==> src/rtl/traffic_sequencer.sv <==
// Traffic light sequencer: Red -> Green -> Yellow -> Red, with a Red & Walk
// phase inserted after Yellow when a pedestrian request is pending.
module traffic_sequencer #(
  parameter int C_CLK_FRQ  = 100000000,
  parameter int C_T_RED    = 3000,
  parameter int C_T_GREEN  = 5000,
  parameter int C_T_YELLOW = 1000,
  parameter int C_T_WALK   = 4000
) (
  input  logic       clk,
  input  logic       rst,
  input  logic       inWalkReq,
  output logic [1:0] outSel,
  output logic       outWalkPend,
  output logic       outChange
);

  typedef enum logic [1:0] {
    RED    = 2'b00,
    GREEN  = 2'b01,
    YELLOW = 2'b10,
    WALK   = 2'b11
  } state_t;

  localparam int P      = C_CLK_FRQ / 1000;
  localparam int PRE_W  = (P > 1) ? $clog2(P) : 1;
  localparam int T_RG   = (C_T_RED > C_T_GREEN) ? C_T_RED : C_T_GREEN;
  localparam int T_YW   = (C_T_YELLOW > C_T_WALK) ? C_T_YELLOW : C_T_WALK;
  localparam int T_MAX  = (T_RG > T_YW) ? T_RG : T_YW;
  localparam int MS_W   = (T_MAX > 1) ? $clog2(T_MAX) : 1;

  localparam logic [PRE_W-1:0] PRE_LAST    = PRE_W'(P - 1);
  localparam logic [MS_W-1:0]  RED_LAST    = MS_W'(C_T_RED - 1);
  localparam logic [MS_W-1:0]  GREEN_LAST  = MS_W'(C_T_GREEN - 1);
  localparam logic [MS_W-1:0]  YELLOW_LAST = MS_W'(C_T_YELLOW - 1);
  localparam logic [MS_W-1:0]  WALK_LAST   = MS_W'(C_T_WALK - 1);

  state_t           state;
  state_t           next_state;
  logic [PRE_W-1:0] pre;
  logic [MS_W-1:0]  ms;
  logic [MS_W-1:0]  ms_last;
  logic             tick;
  logic             phase_end;

  // NOTE: every always_comb output gets a default first so no latch is inferred.
  always_comb begin
    next_state = RED;
    ms_last    = '0;
    case (state)
      RED: begin
        next_state = GREEN;
        ms_last    = RED_LAST;
      end
      GREEN: begin
        next_state = YELLOW;
        ms_last    = GREEN_LAST;
      end
      YELLOW: begin
        next_state = (outWalkPend || inWalkReq) ? WALK : RED;
        ms_last    = YELLOW_LAST;
      end
      WALK: begin
        next_state = RED;
        ms_last    = WALK_LAST;
      end
    endcase
  end

  assign tick      = (pre == PRE_LAST);
  assign phase_end = tick && (ms == ms_last);

  // Both counters restart at each phase change so every phase is exactly T*P cycles.
  // NOTE: sequential state uses non-blocking assignments only.
  always_ff @(posedge clk or posedge rst) begin
    if (rst) begin
      state       <= RED;
      outSel      <= 2'b00;
      outWalkPend <= 1'b0;
      outChange   <= 1'b0;
      pre         <= '0;
      ms          <= '0;
    end else begin
      outChange <= phase_end;
      if (phase_end) begin
        state  <= next_state;
        outSel <= next_state;
        pre    <= '0;
        ms     <= '0;
      end else if (tick) begin
        pre <= '0;
        ms  <= ms + MS_W'(1);
      end else begin
        pre <= pre + PRE_W'(1);
      end

      // Entering WALK serves the request; that clear beats a same-cycle set.
      if (phase_end && next_state == WALK)
        outWalkPend <= 1'b0;
      else if (inWalkReq && state != WALK)
        outWalkPend <= 1'b1;
    end
  end

endmodule

==> config.mk <==
export PLATFORM = sky130hd
export DESIGN_NAME = traffic_sequencer
export DESIGN_NICKNAME = d
export VERILOG_FILES = /design/src/rtl/traffic_sequencer.sv
export SDC_FILE = /design/constraint.sdc
export NUM_CORES = 1
export LEC_CHECK = 0
export CAP_MARGIN = 5
export CORE_MARGIN = 2
export CORE_UTILIZATION = 26
export CTS_BUF_LIST = sky130_fd_sc_hd__clkbuf_4
export CTS_CLUSTER_DIAMETER = 80
export DETAILED_ROUTE_END_ITERATION = 16
export GPL_TIMING_DRIVEN = 0
export SYNTH_ARGS = -nofsm -noshare
export SYNTH_HDL_FRONTEND = slang
export SYNTH_SLANG_ARGS = --single-unit
==> constraint.sdc <==
create_clock -name clk -period 2.7 [get_ports clk]
set_input_delay 0.54 -clock clk [delete_from_list [all_inputs] [get_ports clk]]
set_output_delay 0.54 -clock clk [all_outputs]
set_load 0.05 [all_outputs]
Yosys cells after proc, flatten, opt, wreduce, memory -nomap -nowiden
Cells that the tools add are included.

operators by class
  add/subtract/negate cells = 2
  equality and inequality tests = 7
  muxes and demuxes = 9
  reduce and logical (&&, ||, !) cells = 7

operator list
  operator                 number
  $pmux W13 S4             1
  $mux W17                 2
  $mux W13                 2
  $add A17 B1 Y17 const B  1
  $eq A17 B17 Y1 const B   1
  $add A13 B1 Y13 const B  1
  $eq A13 B13 Y1           1
  $pmux W2 S4              1
  $eq A2 B2 Y1 const B     3
  $reduce_bool A2 Y1       2
  $logic_and A1 B1 Y1      3
  $eq A2 B1 Y1 const B     1
  $logic_not A2 Y1         1
  $mux W1                  2
  $mux W2                  1
  $ne A2 B2 Y1 const B     1
  $logic_or A1 B1 Y1       1

word-level totals
  register bits after elaboration = 34

Depth between registers and ports, before layout
Gate-level depths: netlist of run 1.

  word-level depth = 6
  depth in mapped cells = 7
  mapped depth without buffers = 7

Worst setup path before layout of run 1
No wires, ideal clock.

  path type = reg2reg
  start point = reg state[1]
  end point = reg ms[6]
  library setup time = 0.131 ns
  data arrival time = 2.563 ns
  setup slack = 0.006 ns
  cell stages (with the launch flop) = 8
  buffers on the path = 0
  clock period less this slack = 2.694 ns
  cells stage by stage = dfrtp_1 > inv_1 > ha_1 > xor2_1 > or4_4 > nor4_4 > nor2_1 > or3_1

on the way
  longest elaborated chain between the ends = 5
  elaborated cells on any way between the ends = 9
  classes of those cells = eq/ne (4); mux (2); reduce/logical (3)

RTL lines
  element                                                RTL line  source
  start, declared                                        38        state_t state;
  start signal, assigned                                 86        state <= next_state;
  $eq A2 B2 Y1, or another cell as far along             50        case (state)
  $pmux W13 S4 (*)                                       50
  $eq A13 B13 Y1 (*)                                     71        assign phase_end = tick && (ms == ms_last);
  $logic_and A1 B1 Y1 (*)                                71
  $mux W13 / $reduce_bool A2 Y1 (equally long branches)  n/a
  end signal, assigned                                   92        ms <= ms + MS_W'(1);
  end, declared                                          41        logic [MS_W-1:0] ms;

Mark *: on every way between the ends. The rest lies on a longest branch, timed or not. The select of a mux whose other input is x is not followed.
A chain may end at the register's enable or synchronous reset.

Worst setup path after layout of run 1
  start point = reg state[1]
  end point = reg ms[9]

Same word-level chain as after synthesis.

==> flow_metrics.py, run 1 <==
metrics = {
    "sta": {
        "setup_viol": 0,
        "min_period_ps": 2519,
        "hold_viol": 0,
        "rsz0062_at_grt": "false",
        "fmax_mhz": 396.9,
        "setup_slack_ps": 180.7,
        "slew_headroom": 0.4336,
        "worstMarginPinSlew_ps": 848.7,
        "setup_tns_ps": 0,
        "fin_skew_ps": 4.170,
        "hold_ws_ps": 492.0,
        "finalMaxSlewViolations": 0,
        "fin_crit_sh": 0.9331,
    },
    "route": {
        "remaining_drc_errors": 0,
        "vias_per_cell": 4.693,
        "drt_wl_total_mm": 3.531,
        "first_pass_iters": 4,
        "antenna_left": 0,
        "post_drt_wl_per_cell_um": 11.65,
        "drt_iter0_drc": 72,
        "vias": 1422,
    },
    "synthesis": {
        "synth-edff-count": 0,
        "ys_ff_latch": 34,
        "synth_nets": 202,
        "synth-seq-area-share": 0.4601,
        "synth_top_family_by_area": "simple AND/OR/NAND/NOR gates",
        "synth_area_leader_cell": "dfrtp_1",
        "synth_compound_area_frac": 0.09608,
        "synth-simple-area-share": 0.2808,
        "synth_top_area_share": 0.4601,
        "ys.flop_type": "dfrtp_1",
        "muxShareOfSynthArea": 0.005413,
        "synthTopCellsByArea": "dfrtp_1 (46%), xor2_1 (5.2%), ha_1 (4.7%)",
        "avgSynthCellArea_um2": 9.632,
        "syn_inst": 192,
        "synth_fa_ha_area_frac": 0.04736,
        "yosys.cell_types.count": 39,
        "synth-xor-area-share": 0.08999,
        "yosysWarnings": 0,
        "synth-async-reset-ratio": 1.000,
        "synthesis.area_mm2": 0.001849,
    },
    "power_and_ir_drop": {
        "ir_worst_vdd_mv": 0.2635,
        "power.total_mw": 0.8039,
        "p_leak_nw": 0.9577,
        "power_density_mw_per_mm2": 380.9,
    },
    "worst_hold_path": {
        "hp-class": "reg -> reg",
    },
    "layout": {
        "area_delta_synth_final_pct": 14.14,
        "drive_gt1_frac": 0.06763,
        "final_nets": 216,
        "fill_cells": 723,
        "antennaDiodeCount": 0,
    },
    "clocking": {
        "ctsResizeCount": 0,
        "htree_levels": 2,
        "hold_buffers": 0,
        "cts.clk_slew.worst_paths_ps": 100,
        "root_buffer": "clkbuf_4",
        "clk_latency_ps": 330,
        "numCtsBuffers": 5,
        "post_cts_buffers": 0,
        "cts_num_sinks": 34,
        "cts_buffer_depth": 2,
        "cts_tree": "yes",
    },
    "worst_setup_path": {
        "worstSetupEndpointType": "register",
        "worst-endpoint-required_ps": 2930,
        "worstRegToRegCells": 7,
        "critPathCapture": "ms[9]$_DFFE_PP0P_",
        "crit_path_max_fanout": 6,
        "crit_type": "reg -> reg",
        "startpoint_type": "register",
        "reg2reg_slack_ps": 180,
        "r2r_start": "state[1]$_DFFE_PP0N_",
        "regToRegEndpoint": "ms[9]$_DFFE_PP0P_",
        "startpoint": "state[1]$_DFFE_PP0N_",
        "cp.arrival_ps": 2750,
    },
    "global_routing": {
        "grt_max_degree": 21,
        "globalRouteOverflowTotal": 0,
        "grt.total_usage": 0.1011,
        "grt_pass1_wl_mm": 6.285,
        "grt_pass1_vias": 1361,
        "grt_antenna_before_repair": 0,
    },
    "floorplan": {
        "fp.dieArea_mm2": 0.007803,
        "initial_core_util": 0.2707,
        "die_w_um": 88.34,
        "num_io_pins": 7,
        "rows": 30,
        "die_h_um": 88.34,
        "core_area_mm2": 0.006832,
    },
    "placed_design": {
        "numPortBuffers": 6,
        "dpl.hpwl_mm": 2.584,
        "place.gp.congestion": 0.7780,
        "pre_cts_ws_ps": 181.8,
    },
    "status": {
        "outcome": "complete, no violations",
    },
    "flow_run": {
        "cap_violations": 0,
    },
}
worst max-delay path, stage by stage (launching register included):
cell and delay [ps]:
dfrtp_1 440, inv_1 140, ha_1 220, xor2_1 150, or4_4 520, nor4_2 580
nor2_1 100, a211o_1 280
layer usage:
layer | global-route usage | vias up | routed length, um
met5 | 0 | - | 0
met4 | 0.02342 | 0 | 23
met3 | 0.02799 | 4 | 109
met2 | 0.1552 | 14 | 1628
met1 | 0.1422 | 690 | 1769
li1 | - | 714 | -
cells by family (layout without fill, tap and decap cells):
kind of cell / after synthesis / count (layout)
XOR/XNOR: 19 / 19
multiplexers: 1 / 1
buffers and inverters: 10 / 25
AO/OA/AOI/OAI: 28 / 28
adder cells (fa/ha/maj): 7 / 7
AND/OR/NAND/NOR: 93 / 93
flip-flops: 34 / 34
how the worst min path moves through the flow:
stage                                   end  cells after the start               from
after floorplan            pre[0]$_DFF_PP0_                      1   pre[0]$_DFF_PP0_
after global placement    pre[11]$_DFF_PP0_                      1  pre[11]$_DFF_PP0_
after detailed placement   pre[0]$_DFF_PP0_                      1   pre[0]$_DFF_PP0_
after CTS                 pre[11]$_DFF_PP0_                      1  pre[11]$_DFF_PP0_
after global routing      pre[11]$_DFF_PP0_                      1  pre[11]$_DFF_PP0_
final                     pre[11]$_DFF_PP0_                      1  pre[11]$_DFF_PP0_
area by class of cell:
cell class / instances / area, um^2 / share of cell area
flip-flops and latches: 34 / 850.8 / 0.4031
well taps: 96 / 120.1 / 0.05691
clock buffers: 6 / 45.04 / 0.02134
inverters: 6 / 22.52 / 0.01067
clock inverters: 2 / 8.758 / 0.004149
repair buffers: 7 / 87.58 / 0.04149
multi-input cells: 148 / 960.9 / 0.4552
plain buffers: 4 / 15.01 / 0.007113
stage by stage:
step / instance area [um^2] / std cells / util
2_1_floorplan: 1849 / 192 / -
3_3_place_gp: 2029 / 294 / 0.2971
3_5_place_dp: 2057 / 295 / 0.3011
4_1_cts: 2111 / 303 / 0.3090
5_1_grt: 2111 / 303 / 0.3090
6_report: 2111 / 303 / 0.3090
state kept, by name, summed over array words and instances (netlist names):
name / count
outChange: 1
pre: 17
ms: 13
outWalkPend: 1
state: 2
report_power, final:
part	internal [mW]	total [mW]	switching [mW]
Combinational	0.00665	0.0174	0.0108
Clock	0.108	0.278	0.170
Sequential	0.509	0.509	0
cells in the mapped netlist, types with 4 or more instances:
library cell  number
a21o_1             4
a21oi_1            8
and2_1             4
and3_1             6
and4_1             4
clkbuf_1           4
dfrtp_1           34
ha_1               7
inv_1              6
nand2_1           23
nand3_1            9
nand4_1            5
nor2_1            15
nor3_1             7
o21ai_0            6
or3_1              4
xnor2_1            8
xor2_1            11
cells in the final DEF, fill, tap and decap left out, drive strengths merged, types with 7 or more instances in the layout:
master	netlist	layout
clkbuf	4	10
xnor2	8	8
nand2	24	24
nand3	9	9
xor2	11	11
nor2	15	15
o21ai	8	8
nor3	7	7
ha	7	7
dfrtp	34	34
a21oi	8	8
(Power assumes the default switching activity.)
==> inputs of run 2 (changes only) <==
--- a/config.mk
+++ b/config.mk
@@ -12,6 +12,7 @@
 export CTS_CLUSTER_DIAMETER = 80
 export DETAILED_ROUTE_END_ITERATION = 16
 export GPL_TIMING_DRIVEN = 0
+export SLEW_MARGIN = 20
 export SYNTH_ARGS = -nofsm -noshare
 export SYNTH_HDL_FRONTEND = slang
 export SYNTH_SLANG_ARGS = --single-unit
==> flow_metrics.py, run 2 (synthesis results as in run 1) <==
metrics = {
    "status": {
        "outcome": "complete, no violations",
    },
    "floorplan": {
        "rows": 30,
        "die_w_um": 88.34,
        "fp.dieArea_mm2": 0.007803,
        "core_area_mm2": 0.006832,
        "num_io_pins": 7,
        "die_h_um": 88.34,
        "initial_core_util": 0.2707,
    },
    "flow_run": {
        "cap_violations": 0,
    },
    "route": {
        "antenna_left": 0,
        "drt_wl_total_mm": 3.591,
        "post_drt_wl_per_cell_um": 11.93,
        "vias": 1403,
        "remaining_drc_errors": 0,
        "drt_iter0_drc": 96,
        "vias_per_cell": 4.661,
        "first_pass_iters": 4,
    },
    "power_and_ir_drop": {
        "p_leak_nw": 0.9431,
        "p_sw_mw": 0.1764,
        "power_density_mw_per_mm2": 387.2,
        "comb_power_share": 0.016,
        "clock_power_share": 0.353,
        "ir_worst_vdd_mv": 0.1679,
        "power.total_mw": 0.8062,
        "p_sw_frac": 0.2188,
        "p_int_mw": 0.6298,
        "seqPwrFrac": 0.631,
    },
    "sta": {
        "finalMaxSlewViolations": 0,
        "fmax_mhz": 401.3,
        "rsz0062_at_grt": "false",
        "worstMarginPinSlew_ps": 767.7,
        "slew_headroom": 0.4835,
        "setup_tns_ps": 0,
        "fin_skew_ps": 6.502,
        "fin_crit_sh": 0.9229,
        "min_period_ps": 2492,
        "hold_viol": 0,
        "setup_viol": 0,
        "hold_ws_ps": 493.2,
    },
    "clocking": {
        "cts_buffer_depth": 2,
        "clk_latency_ps": 330,
        "htree_levels": 2,
        "ctsResizeCount": 0,
        "numCtsBuffers": 5,
        "root_buffer": "clkbuf_4",
        "cts_tree": "yes",
        "cts.clk_slew.worst_paths_ps": 100,
        "cts_num_sinks": 34,
    },
    "worst_setup_path": {
        "reg2reg_slack_ps": 210,
        "crit_type": "reg -> reg",
        "crit_path_max_fanout": 6,
        "cp.arrival_ps": 2720,
        "slowest_delay_ps": 550,
        "cpMaxStageDelayCell": "nor4_2",
        "worst-endpoint-required_ps": 2930,
        "crit_chain": "inv_1 -> ha_1 -> xor2_1 -> or4_4 -> nor4_2 -> nor2_1 -> a211o_1",
        "worstSetupEndpointType": "register",
        "startpoint_type": "register",
    },
    "placed_design": {
        "dpl.hpwl_mm": 2.530,
        "place_inst": 294,
        "place.gp.congestion": 0.7780,
        "numPortBuffers": 6,
    },
    "worst_hold_path": {
        "hp-class": "reg -> reg",
    },
    "layout": {
        "drive_gt1_frac": 0.06829,
        "layout_commonest_cell": "dfrtp_1",
        "layout.cells.non_filler": 301,
        "largest_registers": "pre x17, ms x13, state x2",
        "top_register": "pre",
        "antennaDiodeCount": 0,
        "area_delta_synth_final_pct": 12.58,
        "layout_common_cells": "dfrtp_1 (34), nand2_1 (23), nor2_1 (15), xor2_1 (11), nand3_1 (9)",
        "largest_reg_flops": 17,
        "final_nets": 215,
    },
    "global_routing": {
        "grt_pass1_vias": 1422,
        "grt.total_usage": 0.1044,
        "grt_pass1_wl_mm": 6.472,
        "grt_antenna_before_repair": 0,
        "grt_max_degree": 35,
        "globalRouteOverflowTotal": 0,
    },
}
==> run 2: final timing paths <==
path / cells past startpoint / start / end
worst max-delay path: 7 / state[1]$_DFFE_PP0N_ / ms[9]$_DFFE_PP0P_
worst min-delay path: 1 / pre[11]$_DFF_PP0_ / pre[11]$_DFF_PP0_
worst max register to register: 7 / state[1]$_DFFE_PP0N_ / ms[9]$_DFFE_PP0P_
worst min register to register: 1 / pre[11]$_DFF_PP0_ / pre[11]$_DFF_PP0_
max in group asynchronous: 2 / rst / pre[0]$_DFF_PP0_
min in group asynchronous: 2 / rst / ms[6]$_DFFE_PP0P_
==> run 2: stage by stage <==
stage	setup WS, ps	util	area, um^2
global route	26.49	0.3048	2082
finish	208.2	0.3048	2082
CTS	141.5	0.3048	2082
detailed placement	173.4	0.2971	2029
floorplan	5.712	-	1849
global placement	172.6	0.2971	2029
==> run 2: power groups by stage <==
| stage | sequential (mW) | combinational [mW] | clock (mW) |
|---|---|---|---|
| floorplan | 0.519 | 0.00752 | 0 |
| global placement | 0.519 | 0.0136 | 0 |
| detailed placement | 0.519 | 0.0140 | 0 |
| CTS | 0.509 | 0.0140 | 0.298 |
| global route | 0.509 | 0.0154 | 0.322 |
| finish | 0.509 | 0.0129 | 0.284 |
==> run 2: final cells by class <==
cell class | count | area (um^2)
Multi-Input combinational cell | 148 | 960.9
Inverter | 6 | 22.52
Timing Repair Buffer | 6 | 60.06
Buffer | 4 | 15.01
Sequential cell | 34 | 850.8
Tap cell | 96 | 120.1
Clock buffer | 7 | 52.55
Fill cell | 734 | 4750
==> run 2: what timing repair did <==
item / CTS / global route
hold buffers: 0 / 0
endpoints found under the setup margin: 0 / 2
setup buffers: 0 / 0
==> run 2: worst max-delay path: cells and delay by family, from the launching register on <==
| family | cells | cell delay, ps |
|---|---|---|
| AOI/OAI and AO/OA | 1 | 270 |
| xor gates and xnor gates | 1 | 150 |
| adders and majority gates | 1 | 210 |
| buffers and inverters | 1 | 140 |
| DFF | 1 | 440 |
| and+or+nand+nor | 3 | 1170 |
==> run 2: routing by layer <==
layer	vias up	track usage	wire length, um
met3	5	0.02799	125
li1	704	-	-
met2	18	0.1640	1670
met5	-	0	0
met4	0	0.02617	38
met1	676	0.1431	1757
